$ cat src/rtl/alu_sched.sv
// alu_sched: round-robin scheduler sharing one combinational ALU between two requesters
// Ports: clk, reset (async, active-high); req_valid/req_ready/req_op/req_a/req_b/req_cnt request side
// (packed, requester 1 in upper half); rsp_valid/rsp_ready/rsp_data/rsp_err registered result;
// alu_op/alu_a/alu_b/alu_out external ALU; stat_ops completed-op count, a counter only when
// ALU_SCHED_STATS_EN is defined, otherwise tied to 0.
module alu_sched #(
  parameter int W = 8,
  parameter int CW = 3
) (
  input  logic            clk,
  input  logic            reset,
  input  logic [1:0]      req_valid,
  output logic [1:0]      req_ready,
  input  logic [5:0]      req_op,
  input  logic [2*W-1:0]  req_a,
  input  logic [2*W-1:0]  req_b,
  input  logic [2*CW-1:0] req_cnt,
  output logic [1:0]      rsp_valid,
  input  logic [1:0]      rsp_ready,
  output logic [W-1:0]    rsp_data,
  output logic            rsp_err,
  output logic [2:0]      alu_op,
  output logic [W-1:0]    alu_a,
  output logic [W-1:0]    alu_b,
  input  logic [W-1:0]    alu_out,
  output logic [15:0]     stat_ops
);
  typedef enum logic [1:0] {IDLE, EXEC, RESP} state_t;
  state_t st, st_nx;
  logic ptr, g, gsel, err, acc_hs, rsp_hs, shift;
  logic [2:0] op, sel_op;
  logic [W-1:0] acc, b, sel_a, sel_b;
  logic [CW-1:0] k, sel_cnt;
  always_ff @(posedge clk or posedge reset)
    if (reset) st <= IDLE;
    else st <= st_nx;
  always_comb begin
    // both valid: grant the requester that did not win last time
    gsel = &req_valid ? ~ptr : req_valid[1];
    sel_op = gsel ? req_op[5:3] : req_op[2:0];
    sel_a = gsel ? req_a[2*W-1:W] : req_a[W-1:0];
    sel_b = gsel ? req_b[2*W-1:W] : req_b[W-1:0];
    sel_cnt = gsel ? req_cnt[2*CW-1:CW] : req_cnt[CW-1:0];
    shift = sel_op == 3'd1 || sel_op == 3'd2;
    acc_hs = st == IDLE && |req_valid;
    rsp_hs = st == RESP && rsp_ready[g];
    st_nx = st;
    if (acc_hs) st_nx = (sel_op == 3'd7 || (shift && sel_cnt == '0)) ? RESP : EXEC;
    else if (st == EXEC && k == CW'(1)) st_nx = RESP;
    else if (rsp_hs) st_nx = IDLE;
    req_ready = acc_hs ? (gsel ? 2'b10 : 2'b01) : 2'b00;
    rsp_valid = st == RESP ? (g ? 2'b10 : 2'b01) : 2'b00;
    rsp_data = st == RESP ? acc : '0;
    rsp_err = st == RESP && err;
    alu_op = st == EXEC ? op : 3'd0;
    alu_a = st == EXEC ? acc : '0;
    alu_b = st == EXEC ? b : '0;
  end
  always_ff @(posedge clk or posedge reset)
    if (reset) begin
      ptr <= 1'b1;
      g <= 1'b0;
      op <= 3'd0;
      acc <= '0;
      b <= '0;
      k <= '0;
      err <= 1'b0;
    end else if (acc_hs) begin
      ptr <= gsel;
      g <= gsel;
      op <= sel_op;
      b <= sel_b;
      err <= sel_op == 3'd7;
      acc <= sel_op == 3'd7 ? '0 : sel_a;
      k <= shift ? sel_cnt : CW'(1);
    end else if (st == EXEC) begin
      acc <= alu_out;
      k <= k - CW'(1);
    end
`ifdef ALU_SCHED_STATS_EN
  always_ff @(posedge clk or posedge reset)
    if (reset) stat_ops <= '0;
    else if (rsp_hs && stat_ops != 16'hFFFF) stat_ops <= stat_ops + 16'd1;
`else
  assign stat_ops = '0;
`endif
endmodule

$ cat config.mk
export PLATFORM = sky130hd
export DESIGN_NAME = alu_sched
export DESIGN_NICKNAME = d
export VERILOG_FILES = /design/src/rtl/alu_sched.sv
export SDC_FILE = /design/constraint.sdc
export NUM_CORES = 1
export LEC_CHECK = 0
export CAP_MARGIN = 20
export CORE_ASPECT_RATIO = 1.25
export CORE_MARGIN = 4
export CORE_UTILIZATION = 50
export CTS_BUF_LIST = sky130_fd_sc_hd__clkbuf_2 sky130_fd_sc_hd__clkbuf_4 sky130_fd_sc_hd__clkbuf_8
export DETAILED_ROUTE_END_ITERATION = 8
export DONT_BUFFER_PORTS = 1
export GPL_TIMING_DRIVEN = 1
export HOLD_SLACK_MARGIN = 0.12
export SYNTH_ARGS = -nofsm -noshare
export SYNTH_HDL_FRONTEND = slang
export SYNTH_SLANG_ARGS = --single-unit
$ cat constraint.sdc
create_clock -name clk -period 3.5 [get_ports clk]
set_input_delay 0.35 -clock clk [delete_from_list [all_inputs] [get_ports clk]]
set_output_delay 0.35 -clock clk [all_outputs]
set_load 0.05 [all_outputs]
---- Yosys cells after proc, flatten, opt, wreduce, memory -nomap -nowiden ----
Index checks and enable logic that the tools add are counted.
Widths: inputs -> output; s select.
storage, ports and cells
  bits in read-only memories .............. 0
  RAM bits ................................ 0
  bits in registers ....................... 27
  bits of input ports ..................... 58
  memories ................................ 0
  latch bits .............................. 0
cells by class
  equality and inequality tests ........... 6
  divide/modulo/power cells ............... 0
  order comparisons ....................... 1
  shift-type cells ........................ 0
  reduce and logical (&&, ||, !) cells .... 13
  add/subtract/negate cells ............... 1
  multipliers ............................. 0
  bitwise gates (word level) .............. 1
  mux-type cells .......................... 25
operators with widths
  operator             number
  $mux 8               8
  $mux 3               6
  $mux 2               8
  $eq 3x1->1 const B   2
  $logic_and 1x1->1    5
  $eq 3x2->1 const B   1
  $eq 3x3->1 const B   1
  $logic_not 3->1      1
  $mux 1               3
  $reduce_bool 3->1    1
  $sub 3x1->3 const B  1
  $eq 2x1->1 const B   1
  $eq 2x2->1 const B   1
  $logic_not 2->1      1
  $logic_or 1x1->1     2
  $lt 1x2->1 const B   1
  $reduce_and 2->1     1
  $reduce_bool 2->1    1
  $reduce_or 2->1      1
  $not 1->1            1

---- Depth between registers and ports, before layout ----
  word-level depth ........................ 9
  mapped depth ............................ 5

---- Worst setup path after synthesis ----
No wires, ideal clock.
  path kind ............................... reg2out
  start ................................... reg st[1]
  end ..................................... out req_ready[1]
  arrival time ............................ 1.769 ns
  stages on the path, launching flop included .. 5
  data required time ...................... 3.150 ns
  slack ................................... 1.381 ns
  path through ............................ dfrtp_1 -> clkbuf_1 -> or3_1 -> clkbuf_1 -> nor2_1
between the ends
  cells in the longest elaborated chain, start to end .. 3
RTL lines
  element                   line  RTL
  start: declaration        29    state_t st, st_nx;
  start signal: assignment  36    else st <= st_nx;
  $logic_not 2->1           45    acc_hs = st == IDLE && |req_valid;
  $logic_and 1x1->1         45
  $mux 2                    51    req_ready = acc_hs ? (gsel ? 2'b10 : 2'b01) : 2'b00;
  end: declaration          13    output logic [1:0] req_ready,
No other way between the ends.

---- Worst setup path after layout ----
  start ................................... reg st[0]
  end ..................................... out rsp_valid[0]
between the ends
  cells in the longest elaborated chain, start to end .. 2
RTL lines
  element           line  RTL
  $eq 2x2->1        52    rsp_valid = st == RESP ? (g ? 2'b10 : 2'b01) : 2'b00;
  $mux 2            52
  end: declaration  18    output logic [1:0] rsp_valid,
No other way between the ends.

==> impl_metrics.prom <==
# TYPE chip_impl_metric gauge
chip_impl_metric{name="worst_slew_pin_slew",unit="ns"} 0.930
chip_impl_metric{name="cts_buffer_depth",unit=""} 2
chip_impl_metric{name="die-height",unit="um"} 75.7
chip_impl_metric{name="synthesis.instances",unit=""} 218
chip_impl_metric{name="data_required_time_of_the_worst_path",unit="ns"} 3.15
chip_impl_metric{name="fin_total_pwr",unit="uW"} 651
chip_impl_metric{name="dieArea",unit="mm2"} 0.00470
chip_impl_info{name="r2r-end",value="acc[3]$_DFFE_PP0P_"} 1
chip_impl_metric{name="diodes",unit=""} 0
chip_impl_metric{name="post_route_cells_drive_above_1_share",unit=""} 0.0794
chip_impl_metric{name="yosys.cell_types.count",unit=""} 35
chip_impl_metric{name="max_cap_violations",unit=""} 0
chip_impl_metric{name="num-nets-final",unit=""} 275
chip_impl_metric{name="cts-htree-levels",unit=""} 1
chip_impl_metric{name="cts_made_buffers",unit=""} 3
chip_impl_metric{name="detailroute.via_count",unit=""} 1400
chip_impl_info{name="status",value="complete, no violations"} 1
chip_impl_metric{name="syn_area_per_cell",unit="um2"} 8.40
chip_impl_metric{name="timing_hold_violations_final",unit=""} 0
chip_impl_metric{name="post_route_standard_cell_area_excluding_fillers",unit="mm2"} 0.00187
chip_impl_metric{name="regToRegSetupSlack",unit="ns"} 1.48
chip_impl_info{name="tritoncts",value="built"} 1
chip_impl_metric{name="power.ir.vdd_worst",unit="V"} 0.000253
chip_impl_metric{name="drtIter0Drc",unit=""} 64
chip_impl_metric{name="globalRouteTotalUtil",unit=""} 0.173
chip_impl_metric{name="drt-wirelength-per-cell",unit="um"} 17.0
chip_impl_metric{name="instances_no_fill",unit=""} 253
chip_impl_metric{name="clkSlewWorstSetupHoldPaths",unit="ns"} 0.10
chip_impl_metric{name="timing.fmax",unit="MHz"} 396
chip_impl_metric{name="cell_count_of_the_worst_reg_to_reg_path",unit=""} 4
chip_impl_metric{name="cts_resized",unit=""} 0
chip_impl_info{name="criticalPathCategory",value="flop to output pin"} 1
chip_impl_metric{name="post_synth_instance_area",unit="mm2"} 0.00183
chip_impl_info{name="critical_path.reg2reg.startpoint",value="ptr$_DFFE_PP1P_"} 1
chip_impl_info{name="type_of_element_launching_the_critical_path",value="flop"} 1
chip_impl_metric{name="wirelength",unit="um"} 4300
chip_impl_metric{name="power.static_leakage",unit="nW"} 0.862
chip_impl_metric{name="area.growth.synth_to_final",unit="%"} 2.12
chip_impl_metric{name="initial_core_util",unit=""} 0.521
chip_impl_metric{name="core.rowCount",unit=""} 24
chip_impl_metric{name="dp_hpwl",unit="um"} 3390
chip_impl_metric{name="postPlaceCellArea",unit="mm2"} 0.00179
chip_impl_metric{name="path_depth",unit=""} 2
chip_impl_metric{name="arrival_worst_endpoint",unit="ns"} 2.18
chip_impl_metric{name="dp.cells",unit=""} 247
chip_impl_metric{name="drc_errors",unit=""} 0
chip_impl_metric{name="crit_path_max_fanout",unit=""} 15
chip_impl_metric{name="power.density",unit="mW/mm2"} 348
chip_impl_info{name="cp_cell_sequence",value="nor2b_1 > nor2b_1"} 1
chip_impl_metric{name="grt_max_degree",unit=""} 28
chip_impl_metric{name="yosys_register_bits",unit=""} 27
chip_impl_metric{name="hold_path_depth",unit=""} 2
chip_impl_info{name="clk_root_buffer_cell",value="sky130_fd_sc_hd__clkbuf_8"} 1
chip_impl_metric{name="placement.io_buffers",unit=""} 0
chip_impl_metric{name="synth_warnings",unit=""} 0
chip_impl_metric{name="antenna_violations_before_repair",unit=""} 0
chip_impl_info{name="cpMaxStageDelayCell",value="sky130_fd_sc_hd__nor2b_1"} 1
chip_impl_metric{name="fillerInstances",unit=""} 337
chip_impl_info{name="critical_path.endpoint",value="rsp_valid[0]"} 1
chip_impl_metric{name="post-route-period-util",unit=""} 0.722
chip_impl_info{name="startpoint",value="st[0]$_DFFE_PP0P_"} 1
chip_impl_metric{name="gp_congestion",unit=""} 0.760
chip_impl_metric{name="post-route-min-period",unit="ns"} 2.53
chip_impl_metric{name="top_level_ports",unit=""} 106
chip_impl_metric{name="number_of_setup_buffers_added_after_cts",unit=""} 0
chip_impl_metric{name="setup_viol_count_final",unit=""} 0
chip_impl_metric{name="cts.sink_count",unit=""} 27
chip_impl_metric{name="dpl_worst_slack",unit="ns"} 1.29
chip_impl_metric{name="synth_sequential_area_ratio",unit=""} 0.370
chip_impl_metric{name="grt_residual_overflow",unit=""} 0
chip_impl_metric{name="number_of_global_route_vias_before_repair",unit=""} 1387
chip_impl_info{name="critical_path.most_common_cell",value="sky130_fd_sc_hd__nor2b_1"} 1
chip_impl_metric{name="fin_tns_setup",unit="ns"} 0
chip_impl_metric{name="timing_max_transition_violations_final",unit=""} 0
chip_impl_info{name="hold_class",value="input pin to flop"} 1
chip_impl_metric{name="grt_pass1_wl",unit="um"} 6560
chip_impl_metric{name="timing.critical_path.buf_inv",unit=""} 0
chip_impl_info{name="largest_delay_contributor_family_on_the_critical_path",value="simple AND/OR/NAND/NOR gates"} 1
chip_impl_metric{name="clock-skew-final",unit="ns"} 0.00686
chip_impl_metric{name="detailedRoute.firstPassIterationCount",unit=""} 4
chip_impl_info{name="grt_setup_unrepaired",value="no"} 1
chip_impl_metric{name="maxSlewHeadroom",unit=""} 0.379
chip_impl_metric{name="layout.core_utilization",unit=""} 0.532
chip_impl_metric{name="avgViaCountPerCell",unit=""} 5.53
chip_impl_metric{name="cpPeakStageDelay",unit="ns"} 0.82
chip_impl_metric{name="clk-insertion-delay-late",unit="ns"} 0.27
chip_impl_metric{name="die_width",unit="um"} 62.1
chip_impl_metric{name="setup_ws",unit="ns"} 0.973
chip_impl_metric{name="core_region_area",unit="mm2"} 0.00351
chip_impl_info{name="endpoint_kind",value="output pin"} 1
chip_impl_metric{name="hold_slack",unit="ns"} 0.205
chip_impl_metric{name="postRouteAntennaNets",unit=""} 0
cells by family after synthesis:
| kind of cell | count (synthesis) | share of synthesized area |
|---|---|---|
| other | 1 | 0.00205 |
| XOR/XNOR | 2 | 0.00956 |
| flip-flops | 27 | 0.370 |
| AND/OR/NAND/NOR | 93 | 0.252 |
| buffers and inverters | 33 | 0.107 |
| multiplexers | 13 | 0.0806 |
| AO/OA/AOI/OAI | 47 | 0.166 |
| adder cells (fa/ha/maj) | 2 | 0.0137 |
cell type report:
class | instances | area (um2) | area share
multi-input cells | 173 | 1020 | 0.543
flip-flops and latches | 27 | 677 | 0.362
repair buffers | 6 | 67.6 | 0.0361
well taps | 39 | 48.8 | 0.0261
clock buffers | 3 | 41.3 | 0.0221
inverters | 4 | 15.0 | 0.00803
clock inverters | 1 | 5.00 | 0.00268
timing repair:
action / 4_1_cts / 5_1_grt
setup endpoints to repair: 0 / 0
endpoints found under the hold margin: 0 / 11
hold buffers: 0 / 1
how the worst min path moves through the flow:
stage	to	from	slack (ns)
6_report	b[6]$_DFFE_PP0P_	req_b[14]	0.21
2_1_floorplan	acc[0]$_DFFE_PP0P_	reset	0.40
5_1_grt	b[6]$_DFFE_PP0P_	req_b[14]	0.21
4_1_cts	b[6]$_DFFE_PP0P_	req_b[14]	0.20
3_3_place_gp	err$_DFFE_PP0P_	err$_DFFE_PP0P_	0.47
3_5_place_dp	err$_DFFE_PP0P_	err$_DFFE_PP0P_	0.49
cells in the final DEF (no fill, tap or decap), types with 3 or more instances in the layout:
master	netlist	layout
sky130_fd_sc_hd__o21ai_0	6	6
sky130_fd_sc_hd__a31oi_1	10	10
sky130_fd_sc_hd__clkbuf_8	0	3
sky130_fd_sc_hd__o21ai_1	3	3
sky130_fd_sc_hd__o22ai_1	9	9
sky130_fd_sc_hd__inv_1	4	4
sky130_fd_sc_hd__a21o_1	3	3
sky130_fd_sc_hd__conb_1	1	16
sky130_fd_sc_hd__mux2i_1	11	11
sky130_fd_sc_hd__and2_1	30	30
sky130_fd_sc_hd__nor3_1	4	4
sky130_fd_sc_hd__buf_4	16	4
sky130_fd_sc_hd__nand2_1	24	24
sky130_fd_sc_hd__nor2_1	26	26
sky130_fd_sc_hd__a21oi_1	10	10
sky130_fd_sc_hd__dfrtp_1	26	26
synthesized netlist by cell type (all sizes together):
| library cell | n | area share |
|---|---|---|
| or4 | 2 | 0.0082 |
| conb | 1 | 0.0020 |
| a21boi | 1 | 0.0061 |
| nand2b | 1 | 0.0034 |
| clkbuf | 9 | 0.018 |
| a211o | 1 | 0.0048 |
| a21bo | 1 | 0.0055 |
| o22ai | 9 | 0.031 |
| dfrtp | 26 | 0.36 |
| o21ai | 10 | 0.033 |
| or2 | 1 | 0.0034 |
| and2 | 30 | 0.10 |
| nor3 | 6 | 0.022 |
| a21oi | 10 | 0.027 |
| a31oi | 10 | 0.034 |
| nand2 | 24 | 0.049 |
| o221a | 1 | 0.0061 |
| o211a | 1 | 0.0055 |
| a21o | 3 | 0.012 |
| nor2 | 26 | 0.053 |
| buf | 20 | 0.080 |
| or3 | 1 | 0.0034 |
| inv | 4 | 0.0082 |
| ha | 2 | 0.014 |
| xnor2 | 2 | 0.0096 |
| nor2b | 2 | 0.0068 |
| mux2 | 1 | 0.0082 |
| dfstp | 1 | 0.014 |
| mux2i | 12 | 0.072 |
worst register-to-register path, stage by stage (launching register included):
cell and delay (ns):
sky130_fd_sc_hd__dfstp_2 0.56, sky130_fd_sc_hd__a21bo_1 0.55, sky130_fd_sc_hd__mux2_4 0.39, sky130_fd_sc_hd__o21ai_4 0.26, sky130_fd_sc_hd__o22ai_1 0.14
power by group:
group / switching [mW] / internal [mW] / total (mW)
registers: 0.0141 / 0.337 / 0.351
clock network: 0.0996 / 0.0798 / 0.179
logic: 0.0814 / 0.0393 / 0.121
total: 0.195 / 0.456 / 0.651
per-layer routing:
layer  vias up  track usage  routed length (um)
met5         -            0                   0
met4         0       0.0506                  41
met1       649        0.196                1640
met3         5       0.0265                 200
li1        698            -                   -
met2        48        0.338                2420
sequential cells by signal (all words and copies together) (netlist names):
| signal | flops |
|---|---|
| acc | 8 |
| b | 8 |
| k | 3 |
| op | 3 |
| st | 2 |
| err | 1 |
| g | 1 |
| ptr | 1 |
No activity file was read; power rests on OpenSTA's default activity.
